<file path="config.mk">
export PLATFORM = sky130hd
export DESIGN_NAME = clock_rate_controller
export DESIGN_NICKNAME = d
export VERILOG_FILES = /design/src/rtl/clock_rate_controller.sv
export SDC_FILE = /design/constraint.sdc
export NUM_CORES = 1
export LEC_CHECK = 0
export CAP_MARGIN = 40
export CORE_ASPECT_RATIO = 0.8
export CORE_MARGIN = 2
export CORE_UTILIZATION = 53
export CTS_CLUSTER_SIZE = 10
export DETAILED_ROUTE_END_ITERATION = 7
export GPL_ROUTABILITY_DRIVEN = 1
export PLACE_DENSITY = 0.76
export SLEW_MARGIN = 20
export SYNTH_ARGS = -nofsm -noshare
export SYNTH_HDL_FRONTEND = slang
export SYNTH_SLANG_ARGS = --single-unit
</file>
<file path="constraint.sdc">
create_clock -name in_clk -period 3.2 [get_ports in_clk]
set_input_delay 0.48 -clock in_clk [delete_from_list [all_inputs] [get_ports in_clk]]
set_output_delay 0.48 -clock in_clk [all_outputs]
set_load 0.02 [all_outputs]
</file>
<file path="src/rtl/clock_rate_controller.sv">
// Run/halt/single-step clock-rate generator: divides in_clk by 2^(cur_sel+1) into out_clk plus a one-cycle clk_en.
// Every output is a flop; rate changes and halts land only on the out_clk 1->0 edge, so no phase is ever truncated.
`timescale 1ns/1ps
module clock_rate_controller #(
  parameter int MAX_SEL   = 24,
  parameter int RESET_SEL = 0,
  parameter int CNT_W     = 24
) (
  input  logic       in_clk,
  input  logic       rst_n,
  input  logic [4:0] sel,
  input  logic       sel_load,
  input  logic       run,
  input  logic       step,
  output logic       out_clk,
  output logic       clk_en,
  output logic [4:0] cur_sel,
  output logic       sel_pend,
  output logic [1:0] state
);

  typedef enum logic [1:0] {
    ST_HALT  = 2'd0,
    ST_RUN   = 2'd1,
    ST_DRAIN = 2'd2,
    ST_STEP  = 2'd3
  } state_t;

  state_t           st;
  logic [CNT_W-1:0] cnt;
  logic [CNT_W-1:0] term_val;
  logic [4:0]       pend_sel;
  logic [4:0]       sel_clamped;
  logic             counting;
  logic             term;
  logic             boundary;

  assign sel_clamped = (int'(sel) > MAX_SEL) ? 5'(MAX_SEL) : sel;
  // For cur_sel == CNT_W the shift wraps to zero and the subtract yields all ones.
  assign term_val    = (CNT_W'(1) << cur_sel) - CNT_W'(1);
  assign counting    = (st != ST_HALT);
  assign term        = counting && (cnt == term_val);
  assign boundary    = term && out_clk;
  assign state       = st;

  always_ff @(posedge in_clk or negedge rst_n) begin
    if (!rst_n) begin
      st       <= ST_HALT;
      cnt      <= '0;
      out_clk  <= 1'b0;
      clk_en   <= 1'b0;
      cur_sel  <= 5'(RESET_SEL);
      pend_sel <= 5'(RESET_SEL);
      sel_pend <= 1'b0;
    end else begin
      clk_en <= term && !out_clk;

      if (!counting || term) cnt <= '0;
      else                   cnt <= cnt + CNT_W'(1);

      if (!counting)  out_clk <= 1'b0;
      else if (term)  out_clk <= !out_clk;

      // A value left pending by a load on the halting edge is applied once idle.
      if (st == ST_HALT) begin
        sel_pend <= 1'b0;
        if (sel_load)      cur_sel <= sel_clamped;
        else if (sel_pend) cur_sel <= pend_sel;
      end else begin
        if (boundary && sel_pend) cur_sel <= pend_sel;
        if (sel_load) begin
          pend_sel <= sel_clamped;
          sel_pend <= 1'b1;
        end else if (boundary) begin
          sel_pend <= 1'b0;
        end
      end

      case (st)
        ST_HALT: begin
          if (run)       st <= ST_RUN;
          else if (step) st <= ST_STEP;
        end
        ST_RUN: begin
          if (!run) st <= ST_DRAIN;
        end
        ST_DRAIN: begin
          if (run)           st <= ST_RUN;
          else if (boundary) st <= ST_HALT;
        end
        ST_STEP: begin
          if (boundary) st <= run ? ST_RUN : ST_HALT;
        end
        default: st <= ST_HALT;
      endcase
    end
  end

endmodule

</file>
==> results.txt, run 1 <==
----------------------------------------------------
[Status]
  Status ... finished, final reports clean

[Finish]
  Number of nets in the final layout ... 366
  Post-Route Utilization ... 65.3%
  Area growth from synthesis to layout ... 17.1%
  Number of fill cells ... between 400 and 500
  Final antenna diode count ... 0
  Fraction of final layout cells with drive strength greater than 1 ... 13.2%

[Synth]
  Total nets after synthesis ... about 340
  Sequential element share of the synthesized area ... about a third
  Share of async-settable or async-resettable flops after synthesis ... 100%
  Count of distinct cell types in the synthesized netlist ... 62
  Post-Syn Area ... 0.00283 sq mm
  Number of enable-type register cells in the synthesized netlist ... 0
  Synthesized instance count ... 330
  Number of flip-flops and latches in the synthesized netlist ... 39
  Average footprint of a synthesized cell ... ~8.6 sq um
  Most frequently used flop master after synthesis ... dfrtp_1
  Number of warnings reported in the yosys synthesis log ... 0

[Clock network]
  Number of buffers inserted during clock tree synthesis ... 5
  Maximum level of the CTS H-tree ... 2
  TritonCTS Sinks ... 39
  CTS clk-pin slew, worst paths ... ~0.09 ns
  Clk Tree Root Cell ... clkbuf_8
  Clock latency reported for the late side of the worst-skew pair ... 0.31 ns
  Buffer levels on the longest clock path ... 2
  CTS Hold Bufs ... 0
  TritonCTS clock tree ... yes

[Global routing]
  Number of antenna violations at the first check in global routing ... 0
  Global-route total usage across every layer ... roughly 24%
  First-pass GRT wire length ... approximately 12 mm
  Congestion Overflow GR ... 0
  Vias in the first global route ... between 2000 and 2500
  Maximum number of pins on one net before global-route repair ... 34

[Floorplan]
  Initial Utilization ... ~56%
  Boundary Pins ... 20
  Chip Height ... roughly 69 um
  Total die area ... 0.00593 sq mm
  Die X-Extent ... around 86 um
  Core box area ... ~0.005 sq mm
  Count of standard-cell rows ... 23

[STA]
  Final number of hold-violating endpoints ... 0
  Final setup violating endpoints ... 0
  Achievable Freq ... 320 MHz
  Time the final worst path needs with I/O delays and setup ... 3.13 ns
  Relative slew slack ... about three fifths
  WHS ... between 0.1 and 0.15 ns
  Transition time at the pin with the least slew margin ... between 0.5 and 0.6 ns
  Total count of max-transition violations in the final report ... 0
  Share of the clock period used by the worst path after layout ... between 90% and 100%
  Setup Skew ... 0.0109 ns
  Total Neg Setup Slack ... 0 ns

[Pwr]
  Pwr Total ... 2.83 mW
  Largest vdd supply drop ... between 0.6 and 0.7 mV
  Power density normalized to cell area ... 855 mW/mm^2
  Leakage power total ... about 1.4 nW

[Detailed routing]
  Post-detailed-route count of antenna-violating nets ... 0
  Violation count after the first detailed-route iteration ... 217
  Final routed wirelength across all metal layers ... 7.01 mm
  Average via count per standard cell ... 6.09
  Number of search-and-repair iterations in the first detailed-routing pass ... 5
  Total via count after detailed routing ... roughly 2500
  Routed WL per cell ... roughly 17 um
  DRC viols ... 0

[Worst setup path]
  Data arrival at the endpoint of the critical path ... 3.32 ns
  Biggest fanout along the worst timing path ... 5
  Worst Setup Path Type ... reg2reg
  R2r endpoint ... cur_sel[0]
  Required time of the worst setup path ... 3.39 ns
  Worst reg2reg path startpoint ... cur_sel[2]
  Depth of the worst register-to-register path ... 10
  Register-to-register path setup slack ... ~0.072 ns
  Launching instance or port of the critical path ... cur_sel[2]
  Startpoint types ... flop
  Kind of end point of the critical path ... flop

[Run]
  Max-cap violations ... 0

[Place]
  Placer's final routability congestion estimate ... ~0.84
  Number of port buffers ... 19
  Post-DP HPWL ... slightly below 5 mm

[Min path]
  Kind of path behind the tightest hold check ... in2async

----------------------------------------------------
-- per-layer routing --
layer | part of all wire, % | vias to the layer above | track usage (%) | routed length, um
met5 | 0 | - | 0 | 0
met4 | 1.9 | 0 | 7.76 | 131
met3 | 5.8 | 13 | 3.33 | 407
met2 | 43 | 83 | 31.7 | 2980
met1 | 50 | 1202 | 39.9 | 3480
li1 | - | 1242 | - | -
-- synthesized netlist by cell type (3+ instances only) --
library cell / instances / share of area [%]
nand4_1: 9 / 2.0
buf_4: 3 / 0.80
nand3b_1: 4 / 1.1
and2_1: 8 / 1.8
o221ai_1: 3 / 0.93
nand3_1: 14 / 2.5
dfrtp_1: 39 / 35
o21ai_0: 14 / 2.5
mux2_4: 4 / 2.1
buf_2: 8 / 1.4
xnor2_1: 19 / 5.9
a211oi_1: 3 / 0.80
a21oi_1: 9 / 1.6
nand2_1: 30 / 4.0
a32oi_1: 4 / 1.2
and3_1: 6 / 1.3
o211ai_1: 3 / 0.80
nor4b_1: 3 / 0.93
o21ai_1: 3 / 0.53
nor3_1: 11 / 1.9
or3_1: 3 / 0.66
buf_6: 3 / 1.2
nor2_1: 42 / 5.6
a31o_2: 3 / 0.93
inv_1: 10 / 1.3
nand2b_1: 3 / 0.66
mux2_2: 4 / 1.6
xor2_1: 11 / 3.4
or4_1: 3 / 0.80
mux2i_1: 3 / 1.1
clkbuf_1: 6 / 0.80
nor2b_1: 4 / 0.89
-- power breakdown --
part	internal [mW]	switching [mW]	leakage (nW)
Combinational	0.696	0.901	0.783
Sequential	0.584	0.133	0.500
Clock	0.317	0.197	0.0703
Total	1.60	1.23	1.35
-- cell type report --
type / instances / area [sq um] / share of cell area, %
Timing Repair Buffer: 36 / 337 / 10.2
Multi-Input combinational cell: 261 / 1740 / 52.5
Clock inverter: 3 / 71.3 / 2.16
Clock buffer: 5 / 68.8 / 2.08
Sequential cell: 39 / 977 / 29.5
Inverter: 11 / 41.3 / 1.25
Tap cell: 62 / 77.6 / 2.34
-- per-stage QoR --
stage | worst slack, ns | area (sq um) | std cells
after global routing | -0.00783 | 3310 | 417
after global placement | 0.0643 | 3090 | 404
after CTS | 0.0513 | 3270 | 414
final | 0.0720 | 3310 | 417
after floorplan | -0.211 | 2870 | 330
after detailed placement | -0.0105 | 3120 | 405
-- what timing repair did --
action	CTS	global route
cloned	0	1
setup buffers	1	2
gates resized for setup	2	3
pin swaps	1	3
setup endpoints to repair	28	33
-- critical path: stages (launching register included) --
cell      delay, ns
dfrtp_1        0.40
nor3_2         0.24
nand3b_1       0.11
ha_1           0.33
xnor2_1        0.13
or4b_1         0.46
or4_4          0.54
a211oi_4       0.20
buf_4          0.19
a21oi_4        0.10
mux2_4         0.32
-- cells in the final DEF, fill, tap and decap left out, drive strengths merged, types with 5 or more instances in the layout --
master and count:
clkbuf 5, xor2 11, clkdlybuf4s50 18, nor3 11
a21oi 10, mux2 8, and2 8, xnor2 19
nand3 14, dfrtp 39, nor2 42, nand4 9
o21ai 17, nand2 30, buf 18, and3 6
inv 12
-- sequential cells by signal (all words and copies together), names as in the netlist --
name / cells
out_clk: 1
cur_sel: 5
cnt: 24
state: 2
sel_pend: 1
clk_en: 1
pend_sel: 5
-- how the worst max path moves through the flow --
stage                             to  slack, ns
after floorplan           cur_sel[4]      -0.21
after global placement       cnt[21]       0.06
after detailed placement      cnt[2]      -0.01
after CTS                    cnt[19]       0.05
after global routing         out_clk     -0.008
final                     cur_sel[0]       0.07
-- kinds of logic after synthesis --
family                   synth area share (%)
flip-flops                               34.5
adder cells (fa/ha/maj)                 0.886
multiplexers                             4.78
AO/OA/AOI/OAI                            15.8
XOR/XNOR                                 10.1
AND/OR/NAND/NOR                          28.2
buffers and inverters                    5.67
No activity file was read; power rests on OpenSTA's default activity.
==> inputs of run 2 (changes only) <==
--- a/config.mk
+++ b/config.mk
@@ -6,13 +6,14 @@
 export NUM_CORES = 1
 export LEC_CHECK = 0
 export CAP_MARGIN = 40
+export CELL_PAD_IN_SITES_DETAIL_PLACEMENT = 1
+export CELL_PAD_IN_SITES_GLOBAL_PLACEMENT = 2
 export CORE_ASPECT_RATIO = 0.8
 export CORE_MARGIN = 2
-export CORE_UTILIZATION = 53
-export CTS_CLUSTER_SIZE = 10
+export CORE_UTILIZATION = 33
 export DETAILED_ROUTE_END_ITERATION = 7
 export GPL_ROUTABILITY_DRIVEN = 1
-export PLACE_DENSITY = 0.76
+export PLACE_DENSITY_LB_ADDON = 0.1
 export SLEW_MARGIN = 20
 export SYNTH_ARGS = -nofsm -noshare
 export SYNTH_HDL_FRONTEND = slang
==> run 2 against run 1 <==
Against the previous run:
- fmax is 1.3% lower
- die area is 57% higher
- sequential cell count stayed put
- power is 0.71% higher
- sequential share of layout area is 0.90 points lower
- critical path type unchanged
==> results.txt, run 2 (synthesis gave the netlist of run 1 again) <==
----------------------------------------------------
[Finish]
  Post-Route Utilization ... around two fifths
  Leading cell types in the layout, fill and taps excluded ... 42 x nor2_1, 38 x dfrtp_1, 30 x nand2_1
  Area of all placed cells without fillers ... 0.00341 sq mm
  Regs by FF count ... cnt (24), cur_sel (5), pend_sel (5)
  Number of fill cells ... between 1000 and 1500
  Top reg by flops ... cnt
  Area growth from synthesis to layout ... 20.8%
  Most frequent standard cell in the layout excluding fill and tap cells ... nor2_1
  Fraction of final layout cells with drive strength greater than 1 ... between 10% and 20%
  Final antenna diode count ... 0
  Number of nets in the final layout ... 373
  Flip-flop count of the largest register after layout ... 24

[Clock network]
  Buffer levels on the longest clock path ... 2
  CTS Hold Bufs ... 0
  Maximum level of the CTS H-tree ... 2
  Clk Tree Root Cell ... clkbuf_8
  TritonCTS Sinks ... 39
  CTS clk-pin slew, worst paths ... about 0.090 ns
  Clock latency reported for the late side of the worst-skew pair ... roughly 0.30 ns
  Number of buffers inserted during clock tree synthesis ... 5
  TritonCTS clock tree ... yes

[Worst setup path]
  Required time of the worst setup path ... approximately 3.4 ns
  Kind of end point of the critical path ... flop
  Worst Setup Path Type ... reg2reg
  Worst reg2reg path startpoint ... cur_sel[3]
  Cell family with most CP delay ... simple AND/OR/NAND/NOR gates
  Crit-path max cell delay ... 0.54 ns
  Cell chain of the critical path ... nor3_4, nand3b_1, ha_1, xnor2_1, or4b_1, or4_4, a211oi_4, buf_6, a21oi_4, mux2_4
  Biggest fanout along the worst timing path ... 5
  Launching instance or port of the critical path ... cur_sel[3]
  Startpoint types ... flop
  Crit path buf inv count ... 1
  Data arrival at the endpoint of the critical path ... approximately 3.4 ns
  Slowest library cell on the worst path ... or4_4

[Detailed routing]
  Violation count after the first detailed-route iteration ... 120
  Routed WL per cell ... around 19 um
  Number of search-and-repair iterations in the first detailed-routing pass ... 4
  Final routed wirelength across all metal layers ... a little under 9 mm
  DRC viols ... 0
  Average via count per standard cell ... about 5.4
  Post-detailed-route count of antenna-violating nets ... 0
  Total via count after detailed routing ... 2563

[Floorplan]
  Boundary Pins ... 20
  Die X-Extent ... about 110 um
  Initial Utilization ... between 30% and 40%
  Count of standard-cell rows ... 30
  Chip Height ... 86.8 um
  Total die area ... 0.00932 sq mm
  Core box area ... ~0.0084 sq mm

[STA]
  Achievable Freq ... 316 MHz
  Total Neg Setup Slack ... 0 ns
  Setup Skew ... roughly 0.01 ns
  Transition time at the pin with the least slew margin ... 0.848 ns
  Final number of hold-violating endpoints ... 0
  Relative slew slack ... approximately 43%
  Final setup violating endpoints ... 0
  Total count of max-transition violations in the final report ... 0
  Share of the clock period used by the worst path after layout ... about 100%
  Time the final worst path needs with I/O delays and setup ... between 3 and 4 ns
  WHS ... 0.104 ns
  Unrepaired setup endpoints after global routing ... yes

[Global routing]
  Global-route total usage across every layer ... about a fifth
  Maximum number of pins on one net before global-route repair ... 34
  First-pass GRT wire length ... about 14 mm
  Vias in the first global route ... about 2400
  Congestion Overflow GR ... 0
  Number of antenna violations at the first check in global routing ... 0

[Min path]
  Kind of path behind the tightest hold check ... in2async

[Place]
  Placed cell area ... around 0.0032 sq mm
  Post-DP HPWL ... slightly below 6 mm
  Number of port buffers ... 19
  Placer's final routability congestion estimate ... 0.779

[Pwr]
  Pwr Total ... between 2 and 3 mW
  Leakage power total ... 1.37 nW
  Largest vdd supply drop ... 0.340 mV
  Power density normalized to cell area ... 835 mW/mm^2

[Run]
  Max-cap violations ... 0

[Status]
  Status ... finished, final reports clean

----------------------------------------------------
## run 2: report_power, final
part	leakage [nW]	internal, mW	switching (mW)	total, mW
logic	0.821	0.751	0.978	1.73
clock network	0.0515	0.197	0.193	0.390
registers	0.500	0.584	0.144	0.728
total	1.37	1.53	1.32	2.85
## run 2: final timing paths
path	slack, ns	to	cells past startpoint
setup / recovery	0.03	cur_sel[4]	10
hold / removal	0.10	cnt[13]	1
setup reg to reg	0.03	cur_sel[4]	10
hold reg to reg	0.49	pend_sel[2]	2
max in group asynchronous	2.60	cur_sel[4]	2
min in group in_clk	0.49	pend_sel[2]	2
## run 2: metal layers
layer	GRT usage [%]	share of wire [%]	vias up
li1	-	-	1258
met1	30.4	55	1266
met2	26.6	41	27
met3	2.71	2.6	12
met4	3.85	1.4	0
met5	0	0	-
## run 2: repair_timing
action,4_1_cts,5_1_grt
resized for setup,1,8
endpoints found under the setup margin,5,34
cloned,0,3
pin swaps,0,6
setup buffers,0,4
## run 2: final cells by class
cell class,instances,area [sq um],share of cell area (%)
inverter,11,41.3,1.21
multi-input combinational,263,1790,52.4
sequential,39,977,28.6
timing repair buffer,41,367,10.7
tap,112,140,4.11
clock buffer,8,100,2.93
## run 2: stage by stage
| stage | std cells | worst slack (ns) |
|---|---|---|
| 2_1_floorplan | 330 | -0.211 |
| 3_3_place_gp | 458 | 0.0212 |
| 3_5_place_dp | 459 | -0.0763 |
| 4_1_cts | 467 | 0.0308 |
| 5_1_grt | 474 | -0.136 |
| 6_report | 474 | 0.0317 |
==> inputs of run 3 (changes only) <==
--- a/config.mk
+++ b/config.mk
@@ -14,6 +14,7 @@
 export DETAILED_ROUTE_END_ITERATION = 7
 export GPL_ROUTABILITY_DRIVEN = 1
 export PLACE_DENSITY_LB_ADDON = 0.1
+export SETUP_SLACK_MARGIN = 0.02
 export SLEW_MARGIN = 20
 export SYNTH_ARGS = -nofsm -noshare
 export SYNTH_HDL_FRONTEND = slang
==> run 3 against run 2 <==
Against the previous run:
- power increased by 0.12%
- cell area unchanged
- sequential power about the same
- worst setup slack got worse by 0.00058 ns
- core utilization unchanged
- routed wire length increased by 0.37%
- first-iteration DRC count increased by 17%
- sequential cell count unchanged
- fmax about the same
- critical path depth unchanged
- register-to-register slack about the same
==> results.txt, run 3 (synthesis gave the netlist of run 1 again) <==
----------------------------------------------------
[Pwr]
  Power density normalized to cell area ... ~840 mW/mm^2
  Largest vdd supply drop ... roughly 0.34 mV
  Leakage power total ... roughly 1.4 nW

[Finish]
  Regs by FF count ... cnt (24), cur_sel (5), pend_sel (5)
  Area growth from synthesis to layout ... 20.8%
  Number of nets in the final layout ... 373
  Top reg by flops ... cnt
  Area of all placed cells without fillers ... approximately 0.0034 sq mm
  Leading cell types in the layout, fill and taps excluded ... 42 x nor2_1, 38 x dfrtp_1, 30 x nand2_1
  Flip-flop count of the largest register after layout ... 24
  Most frequent standard cell in the layout excluding fill and tap cells ... nor2_1
  Final antenna diode count ... 0
  Fraction of final layout cells with drive strength greater than 1 ... between 10% and 20%

[Worst setup path]
  Worst Setup Path Type ... reg2reg
  Crit-path max cell delay ... between 0.5 and 0.6 ns
  Data arrival at the endpoint of the critical path ... 3.36 ns
  Startpoint types ... flop
  Slowest library cell on the worst path ... or4_4
  Biggest fanout along the worst timing path ... 5
  Cell chain of the critical path ... nor3_4, nand3b_1, ha_1, xnor2_1, or4b_1, or4_4, a211oi_4, buf_6, a21oi_4, mux2_4
  Required time of the worst setup path ... between 3 and 4 ns
  Kind of end point of the critical path ... flop

[Detailed routing]
  Routed WL per cell ... ~19 um
  Post-detailed-route count of antenna-violating nets ... 0
  DRC viols ... 0
  Number of search-and-repair iterations in the first detailed-routing pass ... 4
  Final routed wirelength across all metal layers ... about 9 mm
  Violation count after the first detailed-route iteration ... 140
  Average via count per standard cell ... 5.42
  Total via count after detailed routing ... ~2600

[STA]
  Total count of max-transition violations in the final report ... 0
  Relative slew slack ... a little over two fifths
  Achievable Freq ... roughly 320 MHz
  Setup Skew ... roughly 0.0092 ns
  Time the final worst path needs with I/O delays and setup ... ~3.2 ns
  Transition time at the pin with the least slew margin ... between 0.8 and 0.9 ns
  WHS ... approximately 0.10 ns
  Total Neg Setup Slack ... 0 ns
  Unrepaired setup endpoints after global routing ... yes
  Share of the clock period used by the worst path after layout ... between 90% and 100%
  Final setup violating endpoints ... 0
  Final number of hold-violating endpoints ... 0

[Status]
  Status ... finished, final reports clean

[Global routing]
  Congestion Overflow GR ... 0
  Vias in the first global route ... ~2400
  Maximum number of pins on one net before global-route repair ... 34
  Global-route total usage across every layer ... about a fifth
  Global routing usage on met2 ... a little over a quarter
  Number of antenna violations at the first check in global routing ... 0
  First-pass GRT wire length ... between 10 and 15 mm
  Most Crowded Layer GR ... met1
  Met3 Usage GRT ... under 10%
  Met1 capacity usage during global routing ... approximately 30%

[Floorplan]
  Chip Height ... between 80 and 90 um
  Total die area ... 0.00932 sq mm
  Count of standard-cell rows ... 30
  Core box area ... about 0.0084 sq mm
  Boundary Pins ... 20
  Die X-Extent ... between 100 and 150 um
  Initial Utilization ... 33.6%

[Place]
  Placed cell area ... between 0.003 and 0.004 sq mm
  Placer's final routability congestion estimate ... a little under 0.8
  Post-DP HPWL ... between 5 and 6 mm
  Number of port buffers ... 19

[Run]
  Max-cap violations ... 0

[Clock network]
  Number of buffers inserted during clock tree synthesis ... 5
  Clock latency reported for the late side of the worst-skew pair ... about 0.3 ns
  TritonCTS clock tree ... yes
  CTS Hold Bufs ... 0
  CTS clk-pin slew, worst paths ... 0.09 ns
  TritonCTS Sinks ... 39
  Buffer levels on the longest clock path ... 2
  Clk Tree Root Cell ... clkbuf_8
  Maximum level of the CTS H-tree ... 2

[Min path]
  Kind of path behind the tightest hold check ... in2async

----------------------------------------------------
[run 3: worst paths after layout]
| kind | start | end | slack, ns | cells past startpoint |
|---|---|---|---|---|
| min reg2reg | pend_sel[2] | pend_sel[2] | 0.49 | 2 |
| max reg2reg | cur_sel[3] | cur_sel[4] | 0.03 | 10 |
| max | cur_sel[3] | cur_sel[4] | 0.03 | 10 |
| min | rst_n | cnt[13] | 0.10 | 1 |
| max in group asynchronous | rst_n | cur_sel[4] | 2.60 | 2 |
| min in group in_clk | pend_sel[2] | pend_sel[2] | 0.49 | 2 |
[run 3: metal layers]
layer / part of all wire (%) / vias to the layer above
li1: - / 1259
met1: 54 / 1262
met2: 41 / 35
met3: 2.8 / 12
met4: 1.4 / 0
met5: 0 / -
[run 3: critical path: cells and delay by family, from the launching register on]
| kind | cells | cell delay [ns] |
|---|---|---|
| compound gates | 2 | 0.38 |
| xor+xnor | 1 | 0.12 |
| fa+ha+maj | 1 | 0.29 |
| buf+inv | 1 | 0.16 |
| flops | 1 | 0.43 |
| mux | 1 | 0.30 |
| simple gates | 4 | 1.37 |
[run 3: what timing repair did]
action,in CTS,in global routing
setup endpoints to repair,28,34
cloned,0,3
setup buffers,0,4
resized for setup,1,8
pin swaps,0,6
[run 3: final cells by class]
type                            instances  area (sq um)
Clock buffer                            8           100
Inverter                               11          41.3
Tap cell                              112           140
Sequential cell                        39           977
Multi-Input combinational cell        263          1790
Fill cell                            1021          5000
Timing Repair Buffer                   41           367
[run 3: through the flow]
step / cells / util (%) / setup WS [ns] / power (mW)
2_1_floorplan: 330 / - / -0.211 / 1.85
3_3_place_gp: 458 / 37.8 / 0.0212 / 2.33
3_5_place_dp: 459 / 38.1 / -0.0763 / 2.35
4_1_cts: 467 / 39.3 / 0.0308 / 2.76
5_1_grt: 474 / 40.6 / -0.136 / 3.09
6_report: 474 / 40.6 / 0.0311 / 2.85
[run 3: power breakdown]
group	switching, mW	internal [mW]
combinational	0.981	0.751
sequential	0.145	0.584
clock	0.193	0.197
total	1.32	1.53
